### src/rtl/div_unit.sv
// div_unit: multi-cycle restoring divider for MIPS DIV/DIVU, remainder to HI and quotient to LO
module div_unit #(
    parameter int DATA_W = 32,
    parameter int CNT_W  = 6
) (
    input  logic              clk,
    input  logic              rstn,
    input  logic              start_i,
    input  logic              signed_i,
    input  logic              annul_i,
    input  logic [DATA_W-1:0] dividend_i,
    input  logic [DATA_W-1:0] divisor_i,
    output logic              busy_o,
    output logic              ready_o,
    output logic [DATA_W-1:0] hi_o,
    output logic [DATA_W-1:0] lo_o
);
    typedef enum logic [1:0] {IDLE, CALC, DONE} state_t;
    state_t            state;
    logic [CNT_W-1:0]  cnt;
    logic [DATA_W-1:0] rem, quo, dvs, a_mag, b_mag, rem_nx, quo_nx;
    logic [DATA_W:0]   shifted, trial;
    logic              sign_q, sign_r;
    always_comb begin
        a_mag   = (signed_i & dividend_i[DATA_W-1]) ? -dividend_i : dividend_i;
        b_mag   = (signed_i & divisor_i[DATA_W-1]) ? -divisor_i : divisor_i;
        shifted = {rem, quo[DATA_W-1]};
        trial   = shifted - {1'b0, dvs};
        rem_nx  = trial[DATA_W] ? shifted[DATA_W-1:0] : trial[DATA_W-1:0];
        quo_nx  = {quo[DATA_W-2:0], ~trial[DATA_W]};
    end
    // rem never exceeds 32 bits since it stays below the divisor; the 33rd bit lives only in shifted/trial
    always_ff @(posedge clk) begin
        if (rstn) begin
            state  <= IDLE;
            cnt    <= '0;
            rem    <= '0;
            quo    <= '0;
            dvs    <= '0;
            sign_q <= 1'b0;
            sign_r <= 1'b0;
            hi_o   <= '0;
            lo_o   <= '0;
        end else begin
            case (state)
                IDLE: if (start_i && !annul_i) begin
                    if (divisor_i == '0) begin
                        hi_o  <= dividend_i;
                        lo_o  <= '1;
                        state <= DONE;
                    end else begin
                        quo    <= a_mag;
                        dvs    <= b_mag;
                        sign_q <= signed_i & (dividend_i[DATA_W-1] ^ divisor_i[DATA_W-1]);
                        sign_r <= signed_i & dividend_i[DATA_W-1];
                        rem    <= '0;
                        cnt    <= '0;
                        state  <= CALC;
                    end
                end
                CALC: if (annul_i) begin
                    state <= IDLE;
                end else begin
                    rem <= rem_nx;
                    quo <= quo_nx;
                    cnt <= cnt + 1'b1;
                    if (cnt == CNT_W'(DATA_W - 1)) begin
                        lo_o  <= sign_q ? -quo_nx : quo_nx;
                        hi_o  <= sign_r ? -rem_nx : rem_nx;
                        state <= DONE;
                    end
                end
                default: state <= IDLE;
            endcase
        end
    end
    assign busy_o  = (state == CALC);
    assign ready_o = (state == DONE);
endmodule

### config.mk
export PLATFORM = sky130hd
export DESIGN_NAME = div_unit
export DESIGN_NICKNAME = d
export VERILOG_FILES = /design/src/rtl/div_unit.sv
export SDC_FILE = /design/constraint.sdc
export NUM_CORES = 1
export LEC_CHECK = 0
export CAP_MARGIN = 5
export CORE_MARGIN = 2
export CORE_UTILIZATION = 58
export CTS_CLUSTER_SIZE = 20
export DETAILED_ROUTE_END_ITERATION = 10
export PLACE_DENSITY = 0.86
export SLEW_MARGIN = 20
export SYNTH_ARGS = -nofsm -noshare
export SYNTH_HDL_FRONTEND = slang
export SYNTH_SLANG_ARGS = --single-unit
### constraint.sdc
create_clock -name clk -period 7.4 [get_ports clk]
set_clock_uncertainty 0.05 [all_clocks]
set_input_delay 1.85 -clock clk [delete_from_list [all_inputs] [get_ports clk]]
set_output_delay 1.85 -clock clk [all_outputs]
set_load 0.03 [all_outputs]
### Word level (Yosys, flattened, before mapping)

Cells that the tools add are included.

* bits in registers: 170
* output and inout port bits: 66
* logic and storage cells: 71

* add/sub/neg operators: 6
* equality and inequality tests: 9
* muxes and demuxes: 32
* bitwise logic cells: 6
* reduce and logical (&&, ||, !) cells: 9

Operators by type and width (count)
* two-way mux 32 bit: 19
* case mux 32 bit (2 select lines): 4
* negator 32 bit: 4
* subtractor 33 x 32 -> 33 bit: 1
* zero test 32 bit: 1
* two-way mux 6 bit: 3
* case mux 6 bit (2 select lines): 1
* two-way mux 2 bit: 4
* inequality test 2 bit, second input constant: 4
* adder 6 x 1 -> 6 bit, second input constant: 1
* equality test 6 x 5 -> 1 bit, second input constant: 1
* AND reduction 5 bit: 1
* case mux 2 bit (2 select lines): 1
* AND reduction 4 bit: 1
* AND 1 bit: 3
* inequality test 3 x 2 -> 1 bit, second input constant: 1
* AND reduction 3 bit: 1
* equality test 2 x 1 -> 1 bit, second input constant: 1
* equality test 2 bit, second input constant: 1
* zero test 2 bit: 1
* inequality test 2 x 1 -> 1 bit, second input constant: 1
* inverter 1 bit: 2
* AND reduction 2 bit: 1
* nonzero test 2 bit: 1
* 3 further kinds: 3

### Longest topological paths before layout

* depth after elaboration: 7
* mapped depth: 26

### Worst setup path after synthesis

Ideal clock, no wire load.

* path kind: register to register
* from: register quo[31]
* to: register lo_o[28]
* library setup time: 0.133 ns
* arrival: 5.407 ns
* required time: 7.217 ns
* setup slack: 1.810 ns
* stages on the path, launching flop included: 26
* period minus slack after synthesis: 5.590 ns
* path through: dfxtp_1 -> inv_1 -> ha_1 -> inv_1 -> fa_1 -> a211oi_2 -> o211ai_2 -> nand4_1 -> a21oi_2 -> nor3_1 -> nor2_2 -> inv_1 -> buf_2 -> buf_2 -> buf_2 -> buf_1 -> ha_1 -> nand2b_1 -> nand2b_1 -> or3_1 -> or4_1 -> or3_1 -> or2_2 -> o31ai_1 -> xor2_1 -> a21oi_1

* cells in the longest elaborated chain, start to end: 7

RTL lines
* from (decl): RTL line 21 `logic [DATA_W-1:0] rem, quo, dvs, a_mag, b_mag, rem_nx, quo_nx;`
* from (signal assigned): RTL line 52 `quo <= a_mag;`
* from (signal assigned): RTL line 65 `quo <= quo_nx;`
* subtractor 33 x 32 -> 33 bit: RTL line 28 `trial = shifted - {1'b0, dvs};`
* inverter 1 bit: RTL line 30 `quo_nx = {quo[DATA_W-2:0], ~trial[DATA_W]};`
* negator 32 bit: RTL line 68 `lo_o <= sign_q ? -quo_nx : quo_nx;`
* two-way mux 32 bit: RTL line 68
* two-way mux 32 bit: RTL line 67 `if (cnt == CNT_W'(DATA_W - 1)) begin`
* two-way mux 32 bit: RTL line 61 `CALC: if (annul_i) begin`
* case mux 32 bit (2 select lines): RTL line 45 `case (state)`
* to (signal assigned): RTL line 68
* to (decl): RTL line 16 `output logic [DATA_W-1:0] lo_o`

No other way between the ends. The select of a mux whose other input is x is not followed.
A chain may end at the register's enable or synchronous reset.

### Worst setup path after layout

* from: register dvs[13]
* to: register lo_o[28]

* cells in the longest elaborated chain, start to end: 7

RTL lines
* from (decl): RTL line 21
* from (signal assigned): RTL line 53 `dvs <= b_mag;`
* subtractor 33 x 32 -> 33 bit: RTL line 28
* inverter 1 bit: RTL line 30
* negator 32 bit: RTL line 68
* two-way mux 32 bit: RTL line 68
* two-way mux 32 bit: RTL line 67
* two-way mux 32 bit: RTL line 61
* case mux 32 bit (2 select lines): RTL line 45

No other way between the ends. The select of a mux whose other input is x is not followed.

==> metrics <==
total grt overflow=0; Synth warnings=0; critical path's slowest cell=inv_1; CP max FO=21; main flop type after synthesis=dfxtp_1; initial antenna violation count=0; Syn Nets=1,767; H-tree depth=4; final setup vio count=0; register area=3400 um^2; FF+latch count, synth=170; EDFF count, synth=0; Worst Slack Setup Final=1440 ps; total CTS buffers=17; antenna-violating nets left=0; pwr dens=181 nW/um^2; share of layout cells above drive strength 1=0.0486; Setup crit start=dvs[13]; critical path cell sequence=inv_1, ha_1, nand2_1, nor3_2, nand4_1, a21oi_2, o21a_1, nor2_2, inv_1, ha_1, nand2b_1, nand2b_1, or3_1, or4_1, or3_1, or2_2, o31ai_1, xor2_1, a21oi_1; Synth area leaders=dfxtp_1, nor2_1, a21oi_1; global-route wire length before repair=60,600 um; Top Metal Used=met4; via count=12,900; status=completed; area taken by multi-input logic gates=8080 um^2; Hold Vio Cnt, Final=0; commonest cells in the synthesized netlist=nor2_1, dfxtp_1, nand2_1; antenna cells=0; setup tns final=0 ps; Die Height=149 um; DR WL met2=16,800 um; Cells after Synth=1,660; Max Clock Freq=168 MHz; First DRT Iteration DRCs=1,345; most frequent cell after synthesis=nor2_1; Die Width=149 um; fill count=1,672; critical path class=reg2reg; Setup crit start kind=flop; area delta synth->final=16.5%; area leader, netlist=dfxtp_1; # nets final=1,821; root buf cell=clkbuf_16; Setup Fix Bufs, Post-CTS=0; Max Slew Vio Count=0; starting density of the core=0.595; peak supply drop=0.160 mV; crit end category=flop; Yosys cell types=80; reg-to-reg critical path startpoint=dvs[13]; Slew headroom=0.265; Post-Syn Area=12,200 um^2; Synth top area share=0.280; wl on met1=15,500 um; startpoint of the worst hold path=dvs[31]; Hold Slack=410 ps; gr usage total=0.342; Place WS=1260 ps; Hold Buf Count CTS=0; HPWL after DPL=27,700 um; Post-Route Utilization=0.693; CTS tree=yes; # IOs=135; WL final=38,100 um; Final min period=5960 ps; Worst-Margin Slew=1100 ps; area of the core=20,400 um^2; CTS max path bufs=2; register area share after synthesis=0.280; Required @ worst endpoint=7670 ps; Pre-antenna DRT Iters=6; area post-placement=13,500 um^2; fin crit share=0.805; row count=52; fin area=14,200 um^2; post-cts sizing count=0; DR vias/cell=6.47; I/O Buffers=134; syn_area_per_cell=7.32 um^2; Leakage Power=5.42 nW; Top delay family on crit path=simple AND/OR/NAND/NOR gates; Hold Crit Class=reg2reg; vias in the first global route=11,800; Arrival @ worst endpoint=6230 ps; Met3 Wirelength=3830 um; # Max-Cap Violations=0; clk slew on worst S/H paths=70 ps; wire per inst=19.1 um; die footprint=22,100 um^2; RSZ-0062 raised after global routing=false; Async SR Flop Fraction=0; clock sinks=170; routability cong.=0.951; largest net degree at the start of global routing=94; Clock Latency Late Sink=450 ps; slowest stage delay, CP=580 ps; DRC Markers=0; WP buf/inv=2
[state kept, by name, indices dropped and copies added, names as in the netlist]
name,count
cnt,6
dvs,32
state,2
sign_q,1
hi_o,32
lo_o,32
quo,32
rem,32
sign_r,1
[final cells by class]
cell class,instances,share of cell area
clock inverters,15,0.0167
flip-flops and latches,170,0.240
multi-input cells,1316,0.571
repair buffers,149,0.102
inverters,60,0.0159
clock buffers,17,0.0300
well taps,270,0.0239
[kinds of logic after synthesis]
kind of cell	Yosys count	share of synthesized area
AND/OR/NAND/NOR	594	0.225
AO/OA/AOI/OAI	538	0.290
buffers and inverters	174	0.0571
flip-flops	170	0.280
XOR/XNOR	126	0.0908
adder cells (fa/ha/maj)	38	0.0397
multiplexers	20	0.0167
[layout by cell type, fill, tap and decap left out, types with 8 or more instances in the layout]
cell,count
a211oi_1,60
a21o_1,14
a21oi_1,146
a221oi_1,8
a22oi_1,22
a311oi_1,13
a31oi_1,27
and2_1,13
and3_1,11
buf_4,16
clkbuf_16,17
clkdlybuf4s50_1,133
dfxtp_1,170
ha_1,37
inv_1,60
mux2i_1,18
nand2_1,169
nand2b_1,8
nand3_1,31
nand4_1,12
nor2_1,210
nor2b_1,8
nor3_1,45
nor4_1,18
o211ai_1,29
o21ai_0,108
o21ai_1,10
o31ai_1,19
o41ai_1,12
or3_1,23
or4_1,11
xnor2_1,51
xor2_1,75
[routing by layer]
layer,global-route usage,vias to the layer above
met2,0.546,752
met3,0.0572,130
met1,0.447,5907
li1,-,6122
met4,0.174,0
met5,0,-
[per-stage QoR]
step | power, mW | instances
2_1_floorplan | 1.37 | 1660
3_3_place_gp | 1.52 | 1965
3_5_place_dp | 1.54 | 1965
4_1_cts | 2.54 | 1997
5_1_grt | 2.65 | 1997
6_report | 2.56 | 1997
[report_power, final]
part	internal (mW)	total, mW	switching [mW]
Clock	0.608	1.02	0.414
Combinational	0.203	0.566	0.363
Sequential	0.943	0.968	0.0247
[path summary, 6_finish.rpt]
path                    to  slack (ps)  cells past startpoint
setup / recovery  lo_o[28]        1440                     19
hold / removal     dvs[31]         410                      2
setup reg to reg  lo_o[28]        1440                     19
hold reg to reg    dvs[31]         410                      2
[worst min-delay path, delay by kind of cell (launching register included)]
family / cells / cell delay [ps]
AO/OA/AOI/OAI: 1 / 50
flip-flops: 1 / 320
AND/OR/NAND/NOR: 1 / 50
Power figures use the tool's default switching activity.
